$ cat src/rtl/uart_echo_pkg.sv
// uart_echo_pkg: shared mode and transmit-FSM encodings for the UART echo buffer
package uart_echo_pkg;
    typedef enum logic [1:0] {
        MODE_PASS  = 2'b00,
        MODE_UPPER = 2'b01,
        MODE_DROP  = 2'b10,
        MODE_INV   = 2'b11
    } mode_e;

    typedef enum logic [1:0] {
        IDLE      = 2'b00,
        START     = 2'b01,
        WAIT_DONE = 2'b10
    } state_e;
endpackage

$ cat src/rtl/sync_fifo.sv
// sync_fifo: single-clock FIFO with one extra pointer bit to tell full from empty
module sync_fifo #(
    parameter int DATA_W = 8,
    parameter int DEPTH  = 16
) (
    input  logic                         clk,
    input  logic                         rst_n,
    input  logic                         push,
    input  logic [DATA_W-1:0]            din,
    input  logic                         pop,
    output logic [DATA_W-1:0]            dout,
    output logic                         full,
    output logic                         empty,
    output logic [$clog2(DEPTH+1)-1:0]   count
);
    localparam int AW = $clog2(DEPTH);

    logic [DATA_W-1:0] mem_q [DEPTH];
    logic [AW:0]       wptr_q, wptr_d, rptr_q, rptr_d;
    logic              do_push, do_pop;

    always_comb begin
        count   = wptr_q - rptr_q;
        empty   = wptr_q == rptr_q;
        full    = wptr_q == {~rptr_q[AW], rptr_q[AW-1:0]};
        do_push = push && !full;
        do_pop  = pop && !empty;
        wptr_d  = do_push ? wptr_q + 1'b1 : wptr_q;
        rptr_d  = do_pop ? rptr_q + 1'b1 : rptr_q;
        dout    = mem_q[rptr_q[AW-1:0]];
    end

    always_ff @(posedge clk) begin
        if (do_push) mem_q[wptr_q[AW-1:0]] <= din;
    end

    always_ff @(posedge clk or negedge rst_n) begin
        if (!rst_n) begin
            wptr_q <= '0;
            rptr_q <= '0;
        end else begin
            wptr_q <= wptr_d;
            rptr_q <= rptr_d;
        end
    end
endmodule

$ cat src/rtl/uart_echo_buffer.sv
// uart_echo_buffer: transforms received UART words, queues them and replays them
// to the transmitter one at a time; also flags overflow and drives an activity LED.
module uart_echo_buffer
    import uart_echo_pkg::*;
#(
    parameter int DATA_W   = 8,
    parameter int DEPTH    = 16,
    parameter int LED_HOLD = 3_500_000
) (
    input  logic                         clk,
    input  logic                         rst_n,
    input  logic                         rx_valid,
    input  logic [DATA_W-1:0]            rx_data,
    input  logic                         tx_busy,
    input  logic [1:0]                   mode,
    input  logic                         clr_ovf,
    output logic                         tx_start,
    output logic [DATA_W-1:0]            tx_data,
    output logic [$clog2(DEPTH+1)-1:0]   fifo_count,
    output logic                         overflow,
    output logic                         led
);
    localparam int LW = $clog2(LED_HOLD + 1);

    state_e            state_q, state_d;
    logic              tx_start_q, tx_start_d;
    logic [DATA_W-1:0] tx_data_q, tx_data_d, xf_data, head;
    logic              overflow_q, overflow_d;
    logic [LW-1:0]     led_cnt_q, led_cnt_d;
    logic              push, pop, full, empty, is_lower;

    sync_fifo #(.DATA_W(DATA_W), .DEPTH(DEPTH)) u_fifo (
        .clk   (clk),
        .rst_n (rst_n),
        .push  (push),
        .din   (xf_data),
        .pop   (pop),
        .dout  (head),
        .full  (full),
        .empty (empty),
        .count (fifo_count)
    );

    // Upper-casing only makes sense for 8-bit ASCII; other widths pass through.
    always_comb begin
        is_lower   = DATA_W == 8 && rx_data >= DATA_W'('h61) && rx_data <= DATA_W'('h7A);
        xf_data    = mode == MODE_INV ? ~rx_data :
                     (mode == MODE_UPPER && is_lower) ? rx_data - DATA_W'('h20) : rx_data;
        push       = rx_valid && mode != MODE_DROP;
        overflow_d = (push && full) ? 1'b1 : clr_ovf ? 1'b0 : overflow_q;
        led_cnt_d  = rx_valid ? LW'(LED_HOLD) : (led_cnt_q != '0) ? led_cnt_q - 1'b1 : led_cnt_q;
    end

    always_comb begin
        state_d = (state_q == IDLE && !empty)         ? START :
                  (state_q == START && tx_busy)       ? WAIT_DONE :
                  (state_q == WAIT_DONE && !tx_busy)  ? IDLE : state_q;
    end

    always_comb begin
        pop        = state_q == IDLE && !empty;
        tx_data_d  = pop ? head : tx_data_q;
        tx_start_d = state_d == START;
    end

    always_ff @(posedge clk or negedge rst_n) begin
        if (!rst_n) state_q <= IDLE;
        else        state_q <= state_d;
    end

    always_ff @(posedge clk or negedge rst_n) begin
        if (!rst_n) begin
            tx_start_q <= 1'b0;
            tx_data_q  <= '0;
            overflow_q <= 1'b0;
            led_cnt_q  <= '0;
        end else begin
            tx_start_q <= tx_start_d;
            tx_data_q  <= tx_data_d;
            overflow_q <= overflow_d;
            led_cnt_q  <= led_cnt_d;
        end
    end

    assign tx_start = tx_start_q;
    assign tx_data  = tx_data_q;
    assign overflow = overflow_q;
    assign led      = led_cnt_q != '0;
endmodule

$ cat config.mk
export PLATFORM = sky130hd
export DESIGN_NAME = uart_echo_buffer
export DESIGN_NICKNAME = d
export VERILOG_FILES = /design/src/rtl/uart_echo_pkg.sv /design/src/rtl/sync_fifo.sv /design/src/rtl/uart_echo_buffer.sv
export SDC_FILE = /design/constraint.sdc
export NUM_CORES = 1
export LEC_CHECK = 0
export BUFFER_PORTS_ARGS = -buffer_cell sky130_fd_sc_hd__buf_2
export CORE_UTILIZATION = 45
export DETAILED_ROUTE_END_ITERATION = 7
export PLACE_DENSITY = 0.61
export SYNTH_ARGS = -nofsm -noshare
export SYNTH_HDL_FRONTEND = slang
export SYNTH_SLANG_ARGS = --single-unit
$ cat constraint.sdc
create_clock -name clk -period 4.1 [get_ports clk]
set_input_delay 0.205 -clock clk [delete_from_list [all_inputs] [get_ports clk]]
set_output_delay 0.205 -clock clk [all_outputs]
set_load 0.005 [all_outputs]
# --- Yosys cells after proc, flatten, opt, wreduce, memory -nomap -nowiden ---
# Memories as Yosys holds them, arrays and structs flattened. A register that Yosys moved wholly into a read port is not among the register bits.
# Cells that the tools add are included.
classes:
  add_sub_neg: 5
  n_lt_le_gt_ge: 2
  eq_ne: 8
  mux: 11
  n_bitwise: 2
  n_reduce_logical: 17
ops:
  columns: ["op", "count"]
  rows:
  - ["$mux W22", 2]
  - ["$reduce_bool A22 Y1", 1]
  - ["$sub A22 B1 Y22 const B", 1]
  - ["$mux W8", 2]
  - ["$add A5 B1 Y5 const B", 2]
  - ["$eq A5 B5 Y1", 2]
  - ["$logic_and A1 B1 Y1", 9]
  - ["$ge A8 B7 Y1 const B", 1]
  - ["$le A8 B7 Y1 const B", 1]
  - ["$not A8 Y8", 1]
  - ["$sub A8 B6 Y8 const B", 1]
  - ["$eq A2 B1 Y1 const B", 3]
  - ["$mux W2", 3]
  - ["$sub A5 B5 Y5", 1]
  - ["$eq A2 B2 Y1 const B", 2]
  - ["$logic_not A1 Y1", 4]
  - ["$mux W1", 4]
  - ["$reduce_bool A2 Y1", 2]
  - ["$logic_not A2 Y1", 1]
  - ["$ne A2 B2 Y1 const B", 1]
  - ["$not A1 Y1", 1]
word_totals:
  ff_bits: 36
  ram_bits: 128
  in_bits: 15
  out_inout_bits: 16
  memories: 1
memory_table:
  columns: ["memory", "depth", "width", "read_ports", "rd_ports_with_merged_regs", "wr", "line", "text"]
  rows:
  - ["u_fifo.mem_q", 16, 8, 1, 1, 1, "sync_fifo.sv:18", "logic [DATA_W-1:0] mem_q [DEPTH];"]

# --- Depth between registers and ports, before layout ---
# Gate-level depths: netlist (run 1).
depth:
  depth_word: 6
  mapped_depth: 11
  ltp_nobuf: 7

# --- Hierarchy ---
# From an unflattened synthesis (run 1), not the netlist that was laid out.
hier_totals:
  cells_unflattened: 475
  hier_area_um2: 7556.0
modules_own_cells:
  columns: ["mod", "n_inst", "cells_each", "area_per_inst_um2", "seq_area_each_um2"]
  rows:
  - ["sync_fifo", 1, 297, 5750.5, 4093.9]
  - ["uart_echo_buffer", 1, 178, 1805.5, 850.8]

# --- Least setup slack after synthesis (run 1) ---
# Ideal clock, no wire load.
synth_path:
  kind: "register to register"
  from: "reg u_fifo.rptr_q[1]"
  to: "mem u_fifo.mem_q[3][0] (enable)"
  arrival_ns: 3.352
  required_ns: 3.768
  path_slack_ns: 0.416
  path_stages_with_launch: 10
  synth_period_minus_slack_ns: 3.684
  cell_sequence: "dfrtp_1 > clkbuf_1 > clkbuf_1 > clkbuf_1 > inv_1 > ha_1 > and4_1 > a221oi_1 > nor3b_1 > and2_1"
synth_via:
  elab_chain_cells: 5
synth_rtl:
  columns: ["item", "line", "text"]
  rows:
  - ["start, declared", "sync_fifo.sv:19", "logic [AW:0] wptr_q, wptr_d, rptr_q, rptr_d;"]
  - ["start signal, assigned", "sync_fifo.sv:43", "rptr_q <= rptr_d;"]
  - ["$eq A5 B5 Y1", "sync_fifo.sv:25", "full = wptr_q == {~rptr_q[AW], rptr_q[AW-1:0]};"]
  - ["$logic_not A1 Y1", "sync_fifo.sv:26", "do_push = push && !full;"]
  - ["$logic_and A1 B1 Y1", "sync_fifo.sv:26", null]
  - ["$mux W1", "sync_fifo.sv:34", "if (do_push) mem_q[wptr_q[AW-1:0]] <= din;"]
  - ["$mux W1 (not written as such)", "sync_fifo.sv:34", null]
  - ["end, declared", "sync_fifo.sv:18", null]
# No other way between the ends.

# --- Worst setup path after layout (run 1) ---
layout_path:
  from: "reg u_fifo.rptr_q[3]"
  to: "mem u_fifo.mem_q[2][2] (enable)"
# Same word-level chain as after synthesis.

==> results of run 1 <==
report_power, final:
part / switching [mW] / internal (mW)
sequential: 0.148 / 2.12
combinational: 0.914 / 0.714
clock: 0.719 / 0.806
cell families (layout without fill, tap and decap cells):
family                   Yosys count  in the layout  synth area share (%)
AND/OR/NAND/NOR                  147            147                  10.0
adder cells (fa/ha/maj)           12             12                  2.13
flip-flops                       172            172                  66.7
AO/OA/AOI/OAI                     54             54                  4.52
multiplexers                      44             44                  11.4
XOR/XNOR                          27             27                  3.19
buffers and inverters             36             86                  2.08
layout make-up:
| type | instances | area, µm² |
|---|---|---|
| Fill cell | 1374 | 7560 |
| Sequential cell | 172 | 4950 |
| Multi-Input combinational cell | 284 | 2370 |
| Clock buffer | 17 | 425 |
| Tap cell | 216 | 270 |
| Timing Repair Buffer | 37 | 210 |
| Clock inverter | 15 | 151 |
| Inverter | 17 | 63.8 |
repair_timing:
item                                    CTS  global route
hold endpoints to repair                 46             0
hold buffers                              3             0
endpoints found under the setup margin    0             0
resized for setup                         0             0
worst max-delay path, delay by kind of cell (launching register included):
family	cells	cell delay (ns)
AND/OR/NAND/NOR	3	1.06
buffers and inverters	2	0.31
AO/OA/AOI/OAI	1	0.30
flip-flops	1	0.67
adder cells (fa/ha/maj)	1	0.35
flip-flops by register name, indices dropped and copies added (netlist names):
| register | flops |
|---|---|
| u_fifo.mem_q | 128 |
| led_cnt_q | 22 |
| tx_data | 8 |
| u_fifo.rptr_q | 5 |
| u_fifo.wptr_q | 5 |
| state_q | 2 |
| overflow | 1 |
| tx_start | 1 |
synth_stat cells (2+ instances only):
cell type / instances
a211oi_1: 2
a21o_1: 2
a21oi_1: 10
a221o_1: 2
and2_1: 18
buf_1: 2
buf_2: 3
buf_6: 2
clkbuf_1: 12
clkinv_1: 2
dfrtp_1: 44
edfxtp_1: 128
ha_1: 11
inv_1: 15
mux2i_1: 11
mux4_2: 32
nand2_1: 33
nand2b_1: 2
nand3_1: 3
nand4_1: 5
nor2_1: 48
nor2b_1: 4
nor3_1: 7
nor3b_1: 2
nor4_1: 3
o211ai_1: 3
o21ai_0: 25
o31ai_1: 5
or3_1: 8
or3_2: 2
or4_1: 3
or4_4: 2
xnor2_1: 17
xor2_1: 10
through the flow:
| step | instance area, µm² | setup WS, ns | total power [mW] | hold WS [ns] |
|---|---|---|---|---|
| 2_1_floorplan | 7410 | 0.416 | 3.38 | -0.0906 |
| 3_3_place_gp | 7830 | 1.14 | 3.94 | 0.392 |
| 3_5_place_dp | 7830 | 1.05 | 3.96 | 0.408 |
| 4_1_cts | 8440 | 1.03 | 5.49 | 0.161 |
| 5_1_grt | 8440 | 0.732 | 5.71 | 0.175 |
| 6_report | 8440 | 1.08 | 5.42 | 0.173 |
per-layer routing:
| layer | vias to the layer above | part of all wire [%] | track usage (%) |
|---|---|---|---|
| met2 | 118 | 51 | 33.4 |
| met1 | 2047 | 42 | 24.8 |
| met4 | 0 | 1.8 | 7.98 |
| met5 | - | 0 | 0 |
| li1 | 1915 | - | - |
| met3 | 19 | 5.5 | 4.80 |
how the worst max path moves through the flow:
stage | from | endpoint | slack, ns | depth (start not counted)
floorplan | u_fifo.rptr_q[1] | u_fifo.mem_q[3][0] | 0.42 | 9
global placement | u_fifo.rptr_q[3] | u_fifo.mem_q[3][0] | 1.14 | 7
detailed placement | u_fifo.rptr_q[3] | u_fifo.mem_q[2][4] | 1.05 | 7
CTS | u_fifo.rptr_q[3] | u_fifo.mem_q[2][1] | 1.03 | 7
global route | u_fifo.rptr_q[3] | u_fifo.mem_q[3][1] | 0.73 | 7
finish | u_fifo.rptr_q[3] | u_fifo.mem_q[2][2] | 1.08 | 7
==> results.md, run 1 <==
- Crit path required time: 4.20 ns
- # H-tree levels: 4
- Warnings from Yosys: 0
- Dominant synthesized flop cell: edfxtp_1
- Initial DRC Count: 222
- Cells after Synth: 492
- Crit path cell chain: inv_1 > ha_1 > and4_1 > a221oi_1 > buf_4 > nor3b_1 > and2_1
- Number of post-CTS setup repair buffers: 0
- Reg-to-reg startpoint: u_fifo.rptr_q[3]
- Skew final: 0.0131 ns
- Cell taking the most area after synthesis: edfxtp_1
- Max stage delay on crit path: 0.67 ns
- Post-synth EDFFs: 128
- Kind of start point of the critical path: flop
- Vias in the first global route: 4242
- DRC: 0
- Ratio of cells with drive above 1 in the final layout: 21.6%
- Mapped Nets: 519
- Die Y: 130 µm
- R2r endpoint: u_fifo.mem_q[2][2]
- TritonCTS clock tree: done
- # setup viols final: 0
- Total CTS buffers: 17
- Pwr dens: 642 mW/mm²
- Hold depth: 2
- Hold EP: led_cnt_q[4]
- Largest cells by area after synthesis: edfxtp_1 52%, dfrtp_1 15%, mux4_2 9.7%
- Gr ovfl total: 0
- Fin cells: 758
- Final Hold Fails: 0
- Minimum clock period: 3.02 ns
- RSZ-0062 raised after global routing: no
- Most common cell after layout, fill and taps aside: edfxtp_1
- P&R area growth vs syn: 13.8%
- Antenna cells: 0
- Worst-Margin Slew: 1.05 ns
- Initial core utilization: 46.3%
- Post-Route WL: 15100 µm
- CTS root buf: clkbuf_16
- Port buffer count: 30
- Fmax: 331 MHz
- Hold Path Class: input port to flop
- Pin count of the biggest net entering global routing: 45
- Core area: 0.0160 mm²
- DIE WIDTH: 130 µm
- Clock Latency Late Sink: 0.43 ns
- GRT Total Usage: 19.9%
- GPL Wtd Cong: 0.824
- Vias: 4099
- Most frequent cells in the layout: 128 x edfxtp_1, 48 x nor2_1, 43 x dfrtp_1, 33 x nand2_1, 32 x mux4_2
- CP Class: flop to flop
- Clock Path Buffers: 2
- Num rows: 46
- Vias per cell: 5.41
- Pleak: 2.99 nW
- I/O pin cnt: 31
- Final antenna-violating net count: 0
- Run status: finished, final reports clean
- Top cell type's share of synthesized area: 51.9%
- Yosys reg bits: 172
- Worst R2R Setup Slack: 1.08 ns
- Syn avg cell area: 15.1 µm²
- Worst vdd ir: 0.000352 V
- First-pass GRT wire length: 23600 µm
- Die area: 0.0170 mm²
- Max Cap Violations: 0
- Register area share after synthesis: 66.7%
- TritonCTS Sinks: 172
- Drt wl/cell: 19.9 µm
- Crit share post-route: 73.7%
- Final Max Tran Viols: 0
- Worst Reg-to-Reg Cells: 7
- DRT Pass-1 Iters: 4
- Worst path slowest cell: dfrtp_1
- CP Capture Type: flop
- Crit-path max FO: 19
- Critical hold path startpoint: rx_valid
- Number of distinct library cells after synthesis: 48
- Critical path data arrival time: 3.12 ns
- Antenna violations before repair: 0
- Worst-path clk slew: 0.07 ns
- Placed insts: 723
- Post-route setup TNS: 0 ns
- Final core occ: 52.7%
- Nets: 556
- Synthesized area: 0.00741 mm²
- Hpwl dp: 10100 µm
- Post-synth ARST share: 25.6%
- Rel. slew slack: 29.5%
Note: power is estimated with default switching activity, not from simulation.
==> run 2, diff against run 1 <==
Clock period 4.1 ns to 2.95 ns, I/O delays scaled along.
==> results.md, run 2 (synthesis gave the netlist of run 1 again) <==
- Final core occ: 53.3%
- Filler cell count: 1328
- CTS resizes: 0
- Pin count of the biggest net entering global routing: 45
- Drt wl/cell: 20.0 µm
- Worst-Margin Slew: 1.00 ns
- Rel. slew slack: 33.3%
- CP Capture Type: output port
- M3 GR Usage: 4.80%
- Post-Route WL: 15400 µm
- Clock Latency Late Sink: 0.43 ns
- Antenna violations before repair: 0
- Die area: 0.0170 mm²
- Critical path data arrival time: 2.59 ns
- Most used cell, CP: or4_4
- Total CTS buffers: 17
- P&R area growth vs syn: 15.1%
- First-pass GRT wire length: 24100 µm
- Most common cell after layout, fill and taps aside: edfxtp_1
- Worst setup margin: 0.210 ns
- Initial DRC Count: 301
- Most frequent cells in the layout: 128 x edfxtp_1, 48 x nor2_1, 43 x dfrtp_1, 33 x nand2_1, 32 x mux4_2
- Number of post-CTS setup repair buffers: 0
- Final antenna-violating net count: 0
- Ratio of cells with drive above 1 in the final layout: 21.4%
- Antenna cells: 0
- # H-tree levels: 4
- Pleak: 3.02 nW
- Worst-path clk slew: 0.06 ns
- Die Y: 130 µm
- DRT Pass-1 Iters: 4
- TritonCTS clock tree: done
- Skew final: 0.00888 ns
- Run status: finished, final reports clean
- Num rows: 46
- Worst hold slack: 0.136 ns
- Crit-path max FO: 10
- Vias: 4193
- TritonCTS Sinks: 172
- Max stage delay on crit path: 0.59 ns
- Core area: 0.0160 mm²
- Crit path required time: 2.80 ns
- Worst path slowest cell: or4_4
- Vias per cell: 5.46
- Post-route setup TNS: 0 ns
- Gr ovfl total: 0
- Global routing usage on met2: 30.9%
- Pwr dens: 923 mW/mm²
- Busiest grt layer: met2
- I/O pin cnt: 31
- CTS root buf: clkbuf_16
- Crit path cell chain: or4_4 > or4_4 > or3_4 > buf_2
- GPL Wtd Cong: 0.815
- Max reg flops: 128
- Initial core utilization: 46.3%
- # setup viols final: 0
- Worst vdd ir: 0.000528 V
- RSZ-0062 raised after global routing: no
- Nets: 566
- Minimum clock period: 2.74 ns
- DRC: 0
- DIE WIDTH: 130 µm
- Final Hold Fails: 0
- Kind of start point of the critical path: flop
- Fmax: 365 MHz
- Vias in the first global route: 4244
- Hpwl dp: 10200 µm
- GRT Total Usage: 19.9%
- Reg-to-reg startpoint: u_fifo.wptr_q[0]
- Max Cap Violations: 0
- Worst Setup SP: led_cnt_q[10]
- Dpl ws: 0.314 ns
- Clock Path Buffers: 2
- Port buffer count: 30
- Crit share post-route: 92.9%
- Met1 Use GR: 27.6%
- CP Class: flop to output port
- Hold Path Class: input port to flop
- Final Max Tran Viols: 0
- Critical hold path startpoint: rx_valid
==> run 2: cell count changes in the layout (fill, tap and decap cells not counted), sizes merged <==
cell | previous run | this run
clkinvlp | 2 | 3
buf | 34 | 44
bufinv | 0 | 5
clkbuf | 17 | 20
inv | 21 | 16
clkinv | 9 | 5
==> run 2: repair_timing <==
action,CTS,global route
hold endpoints to repair,47,0
hold buffers,3,0
endpoints found under the setup margin,0,0
==> run 2: cell type report <==
type,instances,area [µm²],area share [%]
Clock buffer,20,437,5.12
Tap cell,216,270,3.17
Multi-Input combinational cell,284,2340,27.4
Clock inverter,12,193,2.26
Timing Repair Buffer,47,285,3.34
Inverter,17,63.8,0.748
Sequential cell,172,4950,58.0
==> run 2: per-stage QoR <==
step           area, µm²  total power [mW]  cells
2_1_floorplan       7440              4.73    492
3_3_place_gp        7870              5.50    733
3_5_place_dp        7870              5.55    733
4_1_cts             8530              7.94    768
5_1_grt             8530              8.29    768
6_report            8530              7.88    768
==> run 2: path summary, 6_finish.rpt <==
path	endpoint	slack [ns]	cells after the start
setup reg to reg	u_fifo.mem_q[15][1]	0.31	6
hold reg to reg	tx_data[0]	0.47	2
setup / recovery	led	0.21	4
max in group asynchronous	u_fifo.rptr_q[1]	1.84	2
hold / removal	led_cnt_q[20]	0.14	3
min in group asynchronous	tx_data[0]	0.43	2
==> run 2: routing by layer <==
layer	share of wire [%]	up-vias
li1	-	1938
met1	46	2122
met2	47	114
met3	5.4	19
met4	1.7	0
met5	0	-
==> run 2: report_power, final <==
part	leakage (nW)	switching, mW	internal, mW
logic	1.06	1.36	1.02
clock network	0.293	0.896	1.50
registers	1.66	0.162	2.94
total	3.02	2.42	5.46
==> run 2: critical path: cells and delay by family (launching register included) <==
kind,cells,cell delay (ns)
buffers and inverters,1,0.15
flip-flops,1,0.39
AND/OR/NAND/NOR,3,1.63
==> run 3, diff against run 2 <==
Settings changed: ABC_AREA set to 1, CAP_MARGIN set to 20, PLACE_DENSITY 0.61 to 0.63.
Clock period 2.95 ns to 2.3 ns, I/O delays scaled along.
==> results.md, run 3 <==
- Placed insts: 1180
- Largest cells by area after synthesis: edfxtp_1 46%, dfrtp_1 13%, nand2_1 11%
- Post-synthesis compound-gate area fraction: 2.81%
- Placed instance area: 0.00881 mm²
- CP Capture Type: output port
- TritonCTS clock tree: done
- Dominant synthesized flop cell: edfxtp_1
- Levels on crit path: 6
- Pwr dens: 1100 mW/mm²
- Antenna violations before repair: 0
- Critical hold path startpoint: rx_valid
- Final Max Tran Viols: 0
- Crit-path max FO: 4
- Syn avg cell area: 9.02 µm²
- Initial core utilization: 45.9%
- Worst-Margin Slew: 0.966 ns
- Simple-Gate Fraction of Synth Area: 25.1%
- GRT Total Usage: 21.2%
- Critical path data arrival time: 2.09 ns
- Rel. slew slack: 35.6%
- Register area share after synthesis: 59.7%
- Yosys reg bits: 172
- Antenna cells: 0
- Initial DRC Count: 416
- I/O pin cnt: 31
- Crit path cell chain: inv_1 > ha_1 > fa_1 > o21ai_1 > xor2_1 > buf_2
- CTS root buf: clkbuf_16
- Core area: 0.0180 mm²
- Final Hold Fails: 0
- Max reg flops: 128
- TritonCTS Sinks: 172
- Post-synthesis mux area share: 0%
- Final core occ: 52.3%
- Hold depth: 3
- Die area: 0.0189 mm²
- Ratio of cells with drive above 1 in the final layout: 12.2%
- Fmax: 454 MHz
- # setup viols final: 0
- Worst R2R Setup Slack: 0.22 ns
- R2r endpoint: u_fifo.mem_q[14][1]
- GPL Wtd Cong: 0.883
- Hold EP: led_cnt_q[20]
- Max Cap Violations: 0
- Vias per cell: 4.91
- Post-synth EDFFs: 128
- First-pass GRT wire length: 29400 µm
- Post-route setup TNS: 0 ns
- Top cell type's share of synthesized area: 46.4%
- Worst-path clk slew: 0.07 ns
- Adder-Cell Fraction of Synth Area: 1.90%
- Total CTS buffers: 17
- Vias in the first global route: 5677
- Hpwl dp: 12500 µm
- Post-synth ARST share: 25.6%
- DIE WIDTH: 138 µm
- Post-Route WL: 18500 µm
- Cells after Synth: 918
- DRT Pass-1 Iters: 5
- Worst path slowest cell: fa_1
- WP buf/inv: 2
- Synth cell count leaders: 245 x nand2_1, 150 x inv_1, 128 x edfxtp_1
- DRC: 0
- Max stage delay on crit path: 0.41 ns
- P&R area growth vs syn: 14.0%
- Reg-to-reg startpoint: u_fifo.rptr_q[2]
- Vias: 5959
- Clock Path Buffers: 2
- Pin count of the biggest net entering global routing: 41
- Post-Synth XOR/XNOR Area: 1.69%
- Post-route cell area: 0.00943 mm²
- Crit share post-route: 95.7%
- Pleak: 4.22 nW
- Most common cell after layout, fill and taps aside: nand2_1
- Crit path required time: 2.18 ns
- Nets: 1000
- CP Class: flop to output port
- Run status: finished, final reports clean
- Most frequent cells in the layout: 245 x nand2_1, 150 x inv_1, 128 x edfxtp_1, 109 x nor2_1, 99 x nand3_1
- Most common cell in the netlist: nand2_1
- Port buffer count: 30
- Skew final: 0.0139 ns
- Gr ovfl total: 0
- Final antenna-violating net count: 0
- Mapped Nets: 945
- Worst Reg-to-Reg Cells: 11
- Worst vdd ir: 0.000637 V
- Warnings from Yosys: 0
- RSZ-0062 raised after global routing: no
- Fin cells: 1214
- Synthesized area: 0.00828 mm²
- Die Y: 138 µm
- Hold Path Class: input port to flop
- Number of distinct library cells after synthesis: 34
- Kind of start point of the critical path: flop
- Minimum clock period: 2.20 ns
- # H-tree levels: 4
- Num rows: 49
- Cell taking the most area after synthesis: edfxtp_1
- Main combinational cell family by area after synthesis: simple AND/OR/NAND/NOR gates
- Crit path max-delay family: adder cells
- Clock Latency Late Sink: 0.43 ns
- Drt wl/cell: 15.3 µm
## run 3: cell types whose count changed in the layout (fill, tap and decap cells not counted), moves of 12 or more
cell | before | now
and2_1 | 14 | 0
buf_4 | 14 | 26
inv_1 | 15 | 150
mux4_2 | 32 | 0
nand2_1 | 33 | 245
nand3_1 | 3 | 99
nor2_1 | 48 | 109
nor2_2 | 0 | 13
xnor2_1 | 17 | 2
## run 3: worst max path at each step
stage	endpoint	from	slack, ns
after floorplan	u_fifo.mem_q[3][0]	u_fifo.rptr_q[1]	0.05
after global placement	u_fifo.mem_q[13][5]	u_fifo.rptr_q[2]	0.12
after detailed placement	u_fifo.mem_q[13][5]	u_fifo.rptr_q[2]	0.09
after CTS	fifo_count[4]	u_fifo.rptr_q[1]	0.02
after global routing	fifo_count[4]	u_fifo.wptr_q[0]	0.007
final	fifo_count[4]	u_fifo.wptr_q[0]	0.1
## run 3: tightest hold or removal path: stages
cell,delay (ns)
buf_2,0.21
a21oi_1,0.06
nand2_1,0.06
## run 3: final cells by class
type                            instances  area (µm²)
Clock buffer                           19         453
Inverter                              157         594
Clock inverter                         12         114
Multi-Input combinational cell        564        2630
Tap cell                              229         287
Fill cell                            1649        8590
Timing Repair Buffer                   61         407
Sequential cell                       172        4950
## run 3: kinds of logic after synthesis
| family | count (synthesis) |
|---|---|
| AO/OA/AOI/OAI | 42 |
| XOR/XNOR | 16 |
| adder cells (fa/ha/maj) | 12 |
| buffers and inverters | 182 |
| flip-flops | 172 |
| AND/OR/NAND/NOR | 494 |
## run 3: layer usage
metal / global-route usage (%) / routed length, µm / vias up
met5: 0 / 0 / -
met4: 6.53 / 310 / 0
met3: 5.08 / 1080 / 21
met2: 34.1 / 8860 / 153
met1: 28.3 / 8290 / 2767
li1: - / - / 3018
## run 3: what timing repair did
action                                 CTS  global route
hold buffers                             3             0
gates resized for setup                  0            11
setup endpoints to repair                0            72
endpoints found under the hold margin   31             0
setup buffers                            0             0
## run 3: stage by stage
step / power [mW] / setup slack (ns) / hold WS [ns]
finish: 10.4 / 0.0998 / 0.0530
global route: 11.1 / 0.00678 / 0.0647
CTS: 10.4 / 0.0160 / 0.0403
detailed placement: 7.66 / 0.0867 / 0.220
global placement: 7.64 / 0.123 / 0.224
floorplan: 6.42 / 0.0476 / -0.181
## run 3: where the power goes
part / switching, mW / leakage [nW] / internal (mW)
sequential: 0.186 / 1.65 / 3.76
combinational: 2.43 / 2.30 / 1.23
clock: 1.19 / 0.272 / 1.55
